File: src/rtl/video_in_pkg.sv
// Shared definitions for the video input path (video_in_pack and video_in_store):
// frame geometry, burst size, FIFO depth and the capture FSM state type.
package video_in_pkg;

   localparam int p_WIDTH    = 640;
   localparam int p_HEIGHT   = 480;
   localparam int NB_PACK    = 16;
   localparam int FIFO_DEPTH = 64;
   localparam int PIX_CNT_W  = 19;

   typedef enum logic [2:0] {
      S_IDLE     = 3'd0,
      S_ARM      = 3'd1,
      S_WAIT_SOF = 3'd2,
      S_CAPTURE  = 3'd3,
      S_DONE     = 3'd4
   } video_in_state_e;

endpackage

File: src/rtl/video_in_fifo.sv
// First-word-fall-through synchronous FIFO with flush, drop flag on a full push
// and a registered "at least LEVEL words buffered" flag.
module video_in_fifo #(
   parameter int WIDTH = 32,
   parameter int DEPTH = 64,
   parameter int LEVEL = 16
) (
   input  logic             clk,
   input  logic             nRST,
   input  logic             flush,
   input  logic             push,
   input  logic             pop,
   input  logic [WIDTH-1:0] din,
   output logic [WIDTH-1:0] dout,
   output logic             at_level,
   output logic             dropped
);

   localparam int AW = $clog2(DEPTH);
   localparam int CW = AW + 1;
   localparam logic [CW-1:0] FULL_C  = CW'(DEPTH);
   localparam logic [CW-1:0] LEVEL_C = CW'(LEVEL);

   logic [WIDTH-1:0] mem [DEPTH];
   logic [AW-1:0]    wptr;
   logic [AW-1:0]    rptr;
   logic [CW-1:0]    count;
   logic [CW-1:0]    count_next;
   logic             full;
   logic             do_push;
   logic             do_pop;

   assign full    = (count == FULL_C);
   assign do_pop  = pop && (count != '0);
   // A pop in the same cycle frees the slot, so a push on a full FIFO is still accepted.
   assign do_push = push && (!full || do_pop);
   assign dropped = push && full && !do_pop;

   always_comb begin
      count_next = count;
      if (flush)
         count_next = '0;
      else if (do_push && !do_pop)
         count_next = count + 1'b1;
      else if (do_pop && !do_push)
         count_next = count - 1'b1;
   end

   always_ff @(posedge clk or negedge nRST) begin
      if (!nRST) begin
         wptr     <= '0;
         rptr     <= '0;
         count    <= '0;
         at_level <= 1'b0;
      end else begin
         count    <= count_next;
         at_level <= (count_next >= LEVEL_C);
         if (flush) begin
            wptr <= '0;
            rptr <= '0;
         end else begin
            if (do_push) wptr <= wptr + 1'b1;
            if (do_pop)  rptr <= rptr + 1'b1;
         end
      end
   end

   always_ff @(posedge clk) begin
      if (do_push && !flush)
         mem[wptr] <= din;
   end

   assign dout = (count != '0) ? mem[rptr] : '0;

endmodule

File: src/rtl/video_in_pack.sv
// Camera front end: captures one frame per new_addr, packs 4 luma pixels per
// little-endian 32-bit word and buffers the words for video_in_store.
module video_in_pack
   import video_in_pkg::*;
#(
   // Frame geometry is overridable so short frames can be exercised quickly.
   parameter int WIDTH_PX  = p_WIDTH,
   parameter int HEIGHT_PX = p_HEIGHT
) (
   input  logic            clk,
   input  logic            nRST,
   input  logic [7:0]      pixel_in,
   input  logic            frame_valid,
   input  logic            line_valid,
   input  logic            new_addr,
   input  logic            r_ack,
   output logic [31:0]     data_fifo,
   output logic            nb_pack_available,
   output logic            overflow,
   output logic            frame_err,
   output video_in_state_e dbg_state
);

   localparam logic [PIX_CNT_W-1:0] LAST_PIX = PIX_CNT_W'(WIDTH_PX * HEIGHT_PX - 1);

   video_in_state_e      state;
   logic [31:0]          pack_q;
   logic [1:0]           byte_idx;
   logic                 push_q;
   logic [PIX_CNT_W-1:0] pix_cnt;
   logic                 capture;
   logic                 fifo_dropped;

   // The cycle that leaves WAIT_SOF may already carry the first pixel.
   assign capture = frame_valid && line_valid &&
                    ((state == S_CAPTURE) || (state == S_WAIT_SOF));

   always_ff @(posedge clk or negedge nRST) begin
      if (!nRST) begin
         state     <= S_IDLE;
         pack_q    <= '0;
         byte_idx  <= '0;
         push_q    <= 1'b0;
         pix_cnt   <= '0;
         overflow  <= 1'b0;
         frame_err <= 1'b0;
      end else if (new_addr) begin
         state     <= S_ARM;
         pack_q    <= '0;
         byte_idx  <= '0;
         push_q    <= 1'b0;
         pix_cnt   <= '0;
         overflow  <= 1'b0;
         frame_err <= 1'b0;
      end else begin
         push_q <= capture && (byte_idx == 2'd3);
         if (fifo_dropped)
            overflow <= 1'b1;
         if (capture) begin
            pack_q[{byte_idx, 3'b000} +: 8] <= pixel_in;
            byte_idx <= byte_idx + 1'b1;
            pix_cnt  <= pix_cnt + 1'b1;
         end
         case (state)
            S_ARM:      if (!frame_valid) state <= S_WAIT_SOF;
            S_WAIT_SOF: if (frame_valid)  state <= S_CAPTURE;
            S_CAPTURE: begin
               if (!frame_valid) begin
                  state     <= S_IDLE;
                  frame_err <= 1'b1;
               end else if (capture && (pix_cnt == LAST_PIX)) begin
                  state <= S_DONE;
               end
            end
            default: ;
         endcase
      end
   end

   assign dbg_state = state;

   video_in_fifo #(
      .WIDTH (32),
      .DEPTH (FIFO_DEPTH),
      .LEVEL (NB_PACK)
   ) u_fifo (
      .clk      (clk),
      .nRST     (nRST),
      .flush    (new_addr),
      .push     (push_q),
      .pop      (r_ack),
      .din      (pack_q),
      .dout     (data_fifo),
      .at_level (nb_pack_available),
      .dropped  (fifo_dropped)
   );

endmodule

File: config.mk
export PLATFORM = sky130hd
export DESIGN_NAME = video_in_pack
export DESIGN_NICKNAME = d
export VERILOG_FILES = /design/src/rtl/video_in_pkg.sv /design/src/rtl/video_in_fifo.sv /design/src/rtl/video_in_pack.sv
export SDC_FILE = /design/constraint.sdc
export NUM_CORES = 2
export LEC_CHECK = 0
export CAP_MARGIN = 40
export CORE_ASPECT_RATIO = 2
export CORE_MARGIN = 5
export CORE_UTILIZATION = 35
export CTS_CLUSTER_DIAMETER = 30
export DETAILED_ROUTE_END_ITERATION = 10
export PLACE_DENSITY = 0.47
export SETUP_SLACK_MARGIN = 0.5
export SYNTH_ARGS = -nofsm -noshare
export SYNTH_HDL_FRONTEND = slang
export SYNTH_SLANG_ARGS = --single-unit
File: constraint.sdc
create_clock -name clk -period 10.3 [get_ports clk]
set_input_delay 1.03 -clock clk [delete_from_list [all_inputs] [get_ports clk]]
set_output_delay 1.03 -clock clk [all_outputs]
set_load 0.05 [all_outputs]
# After elaboration in Yosys (flattened, before gate mapping)
# Memory sizes are Yosys's and may differ from the RTL's.
# Index checks and enable logic that the tools add are counted.
word_totals:
  reg_bits: 79
  latch_bits: 0
  elab_cells: 87
  romBits: 0
  ramBits: 2048
  n_memories: 1
  input_bits: 14
  output_inout_bits: 38
op_classes:
  bitwise_logic: 0
  reduce_logical: 26
  n_eq_ne: 10
  order_cmp: 1
  n_mul: 0
  addsub: 7
  n_mux: 29
  div: 0
  shifts: 2
mem_list:
  columns: ["memory", "words", "word_bits", "read_ports", "rd_ports_with_merged_regs", "write_ports", "line", "rtl"]
  rows:
  - ["u_fifo.mem", 64, 32, 1, 0, 1, "video_in_fifo.sv:24", "logic [WIDTH-1:0] mem [DEPTH];"]
ops:
  columns: ["operator", "count"]
  rows:
  - ["$mux 32", 3]
  - ["$mux 19", 2]
  - ["$bwmux 32", 1]
  - ["$shift 8x7->32 const A", 1]
  - ["$shiftx 8x7->32", 1]
  - ["$mux 6", 4]
  - ["$mux 7", 3]
  - ["$add 19x1->19 const B", 1]
  - ["$eq 19x19->1 const B", 1]
  - ["$mux 3", 5]
  - ["$add 6x1->6 const B", 2]
  - ["$logic_and 1x1->1", 11]
  - ["$reduce_bool 2->1", 5]
  - ["$pmux 3 s3", 1]
  - ["$mux 1", 8]
  - ["$add 7x1->7 const B", 1]
  - ["$eq 7x7->1 const B", 1]
  - ["$ge 7x5->1 const B", 1]
  - ["$neg 5->7", 1]
  - ["$reduce_bool 7->1", 1]
  - ["$sub 7x1->7 const B", 1]
  - ["$eq 3x2->1 const B", 2]
  - ["$ne 3x3->1 const B", 2]
  - ["$logic_not 1->1", 4]
  - ["10 further kinds", 12]

# Depth between registers and ports, before layout
logic_depth:
  depth_word: 10
  mapped_depth: 10
  mapped_depth_nobuf: 7

# Cells and area by module
# Synthesis repeated with hierarchy kept, for this count alone.
unflattened:
  cells_unflattened: 3812
  area_unflattened_um2: 81874.8
modules_own_cells:
  columns: ["mod", "instances", "seq_area_each_um2", "area_each_um2", "cells_per_inst"]
  rows:
  - ["video_in_fifo", 1, 61999.5, 79159.7, 3532]
  - ["video_in_pack", 1, 1476.4, 2715.1, 280]

# Worst setup path before layout
# OpenSTA, ideal clock, no wires.
synth_path:
  kind: "input to register"
  start: "input port r_ack"
  end: "memory u_fifo.mem[48][0] (enable)"
  path_stages: 5
  t_arrival_ns: 4.763
  path_buffers: 1
  t_required_ns: 9.798
  setup_time_ns: 0.502
  slack_ns: 5.036
  cell_sequence: "o41ai_4 > buf_4 > nor2_2 > nand4b_2 > nor4_1"
synth_between:
  elab_chain_len: 6
synth_lines:
  columns: ["element", "line", "rtl"]
  rows:
  - ["from (decl)", "video_in_pack.sv:16", "input logic r_ack,"]
  - ["$logic_and 1x1->1", "video_in_fifo.sv:34", "assign do_pop = pop && (count != '0);"]
  - ["$logic_or 1x1->1", "video_in_fifo.sv:36", "assign do_push = push && (!full || do_pop);"]
  - ["$logic_and 1x1->1", "video_in_fifo.sv:36", null]
  - ["$logic_and 1x1->1", "video_in_fifo.sv:69", "if (do_push && !flush)"]
  - ["$mux 1", "video_in_fifo.sv:69", null]
  - ["$mux 1 (implied by the code)", "video_in_fifo.sv:70", "mem[wptr] <= din;"]
  - ["to (decl)", "video_in_fifo.sv:24", null]
# Every way passes these cells.

# Final worst setup path
layout_path:
  start: "register u_fifo.rptr[0]"
  end: "output port data_fifo[13]"
layout_between:
  elab_chain_len: 2
layout_lines:
  columns: ["element", "line", "rtl"]
  rows:
  - ["from (decl)", "video_in_fifo.sv:26", "logic [AW-1:0] rptr;"]
  - ["from (signal assigned)", "video_in_fifo.sv:63", "if (do_pop) rptr <= rptr + 1'b1;"]
  - ["$mem_v2 64x32", null, null]
  - ["$mux 32", "video_in_fifo.sv:73", "assign dout = (count != '0) ? mem[rptr] : '0;"]
  - ["to (decl)", "video_in_pack.sv:17", "output logic [31:0] data_fifo,"]
# Every way passes these cells.

==> run metrics <==
I/O pin count 52; Psw 6.033 mW; kind of cell adding the most delay to the critical path buffers and inverters; Post-Syn Area 82070 sq um; Data arrival, critical path 5550 ps; final weighted congestion in routability-driven placement approximately 0.76; total global routing track utilization between 20 and 25%; global-route wire length before repair around 350000 microns; type of element launching the critical path flip-flop; area share of the largest cell type after synthesis approximately three quarters; Worst Hold Slack roughly 150 ps; area growth from synthesis to layout 18.45%; leakage power around 32 nW; count of unresolved DRC violations after routing 0; H-tree levels 5; sw frac 26.45%; largest net degree at the start of global routing between 100 and 150; share of the clock period used by the worst path after layout 63.91%; hold buffers post-CTS 0; fraction of registers with async set or reset after synthesis 3.714%; final setup violation count 0; initial core utilization around a third; fraction of layout instances using a drive strength above 1 between 20 and 30%; Final nets approximately 4200; total of warnings raised by yosys 0; root buf cell clkbuf_16; number of vias in the routed layout about 41000; crit path capture type output pin; Mean Syn Cell Area 21.30 sq um; Syn Inst Count 3853; cell mode on critical path buf_4; status finished, final reports clean; layout filler cell count about 21000; iteration count of the initial detailed-routing pass 6; total clock sinks 2127; relative contribution of sequential cells to total power a little over two fifths; clock network fraction of design power approximately 44%; DRT iter0 DRCs around 4000; unique cell type count in the Yosys netlist 62; floorplan die area approximately 240000 sq um; number of buffers inserted during clock tree synthesis around 280; Top FF cell, synth edfxtp_1; num rows between 200 and 300; Worst-Margin Slew 1108 ps; average wire length per cell after detail routing between 30 and 40 microns; clock skew after layout about 45 ps; most frequent cells after synthesis edfxtp_1 (2048), mux4_2 (433), mux2i_1 (216); height of the chip 694.8 microns; time the final worst path needs with I/O delays and setup around 6600 ps; pwr/cell area ~230 nW/um^2; Buf+Inv Stages, Crit Path 4; detail-routed via count per cell ~5.6; Syn Nets 3877; total of cells resized after clock tree synthesis 0; clock slew seen by the registers of the worst setup and hold paths approximately 60 ps; design internal power 16.77 mW; count of buffers added by post-CTS timing repair for setup 0; most area-consuming cells after synthesis edfxtp_1 (75%), mux4_2 (12%), mux2i_1 (2.6%), dfrtp_1 (2.4%), o22ai_1 (0.75%); total wire length approximately 260000 microns; Slew HR a little over a quarter; count of buffers from port buffering around 50; antenna violation net count after detailed routing 0; CP Cell Sequence buf_4 -> buf_4 -> mux4_2 -> mux2i_1 -> a211oi_1 -> buf_4 -> a22o_1 -> clkdlybuf4s50_1; fraction of power consumed by combinational cells between 10% and 20%; Max FO, Critical Path 33; class of the tightest hold or removal check in2async; Slowest-stage cell, CP clkdlybuf4s50_1; total count of hold-check failures in the final report 0; area taken by multi-input logic gates 17900 sq um; sum of overflow across all layers after global routing 0; number of flops mapped to enable cells by yosys between 2000 and 2500; Peak Freq around 0.15 GHz; buffer levels on the longest clock path 4; Register Area roughly 64000 sq um; die outline width between 300 and 400 microns; via count of the first global-routing pass 43615; TritonCTS clock tree built; total core area roughly 230000 sq um; share of synthesized area occupied by flip-flops and latches just under 80%; Sum Neg Setup Slack 0 ps; post-synthesis cell type with the largest combined area edfxtp_1; WS Path Type reg2out; initial antenna violation count 9; clk_lat worst skew 840 ps; required time of the worst setup path between 9000 and 10000 ps; DP HPWL around 150000 microns; setup repair after global routing missed its margin false; CP max stage delay 860 ps; Synth Register Bits 2127; max-cap violation count 0; peak supply drop 0.1695 mV; most frequently used cell type in the post-synthesis netlist edfxtp_1; final number of max-transition violations 0
-- power groups by stage --
stage	logic, mW	registers, mW	clock network, mW
5_1_grt	3.44	9.51	10.6
2_1_floorplan	2.25	9.67	0
3_5_place_dp	3.34	9.69	0
6_report	3.25	9.51	10.1
4_1_cts	3.35	9.51	10.3
3_3_place_gp	3.27	9.71	0
-- placed cells by master, fill, tap and decap left out, types with 17 or more instances in the layout --
cell             Yosys  final
a211o_1             19     19
a211oi_1            73     72
a21oi_1             49     49
a22o_1              38     38
a22oi_1             32     32
buf_12               2     20
buf_4               28    149
bufinv_16            0     33
clkbuf_16            0    292
clkdlybuf4s50_1      0     49
clkinv_1             0     22
clkinv_2             0     24
clkinv_4             0     29
clkinvlp_4           0     26
dfrtp_1             79     42
dfrtp_2              0     33
edfxtp_1          2048   2048
inv_6                0     41
mux2_2              28     28
mux2i_1            216    216
mux4_2             433    433
nand2_1             73     73
nand3_1             18     17
nor2_1             124     61
nor2_4               0     63
nor2b_1             21     17
o21ai_0             57     57
o221ai_1            31     31
o22ai_1             98     98
xor2_1              22     22
-- registers in the layout, summed over array words and instances (netlist names) --
signal	count
byte_idx	2
pack_q	32
u_fifo.at_level	1
u_fifo.mem	2048
frame_err	1
u_fifo.wptr	6
pix_cnt	19
u_fifo.count	7
push_q	1
dbg_state	3
overflow	1
u_fifo.rptr	6
-- metal layers --
metal	global-route usage [%]	part of all wire (%)
met1	24.76	38
met2	38.40	54
met3	2.533	4.7
met4	6.192	3.0
met5	0	0
-- cell type report --
class | count | area share, %
Antenna cell | 1 | 0.002574
Clock buffer | 308 | 7.589
Clock inverter | 193 | 2.299
Inverter | 15 | 0.05792
Multi-Input combinational cell | 1484 | 18.42
Sequential cell | 2127 | 65.36
Tap cell | 3036 | 3.908
Timing Repair Buffer | 238 | 2.371
-- cell families (layout without fill, tap and decap cells) --
family	after synthesis	after routing	share of synthesized area [%]
flops	2127	2127	77.35
mux	679	679	14.97
compound gates	427	427	3.679
simple gates	337	337	2.017
buf+inv	242	754	1.509
xor+xnor	31	31	0.3308
fa+ha+maj	10	10	0.1525
other cells	0	1	0
-- metrics by stage --
step	util (%)	setup slack [ps]	cell area [sq um]	total power [mW]	std cells
floorplan	-	5036	82070	11.92	3853
global placement	37.24	4428	87010	12.99	6862
detailed placement	37.48	4569	87580	13.03	6899
CTS	41.59	3622	97190	23.11	7400
global route	41.60	3494	97210	23.53	7402
finish	41.60	3717	97210	22.81	7402
-- final timing paths --
check | from | to | slack, ps | cells after the start
setup reg to reg | u_fifo.count[0] | u_fifo.mem[9][26] | 6380 | 9
setup / recovery | u_fifo.rptr[0] | data_fifo[13] | 3720 | 8
min in group clk | pack_q[24] | pack_q[24] | 490 | 2
hold reg to reg | pack_q[24] | pack_q[24] | 490 | 2
max in group asynchronous | nRST | u_fifo.rptr[2] | 9030 | 2
hold / removal | nRST | pix_cnt[11] | 150 | 1
No activity file was read; power rests on OpenSTA's default activity.
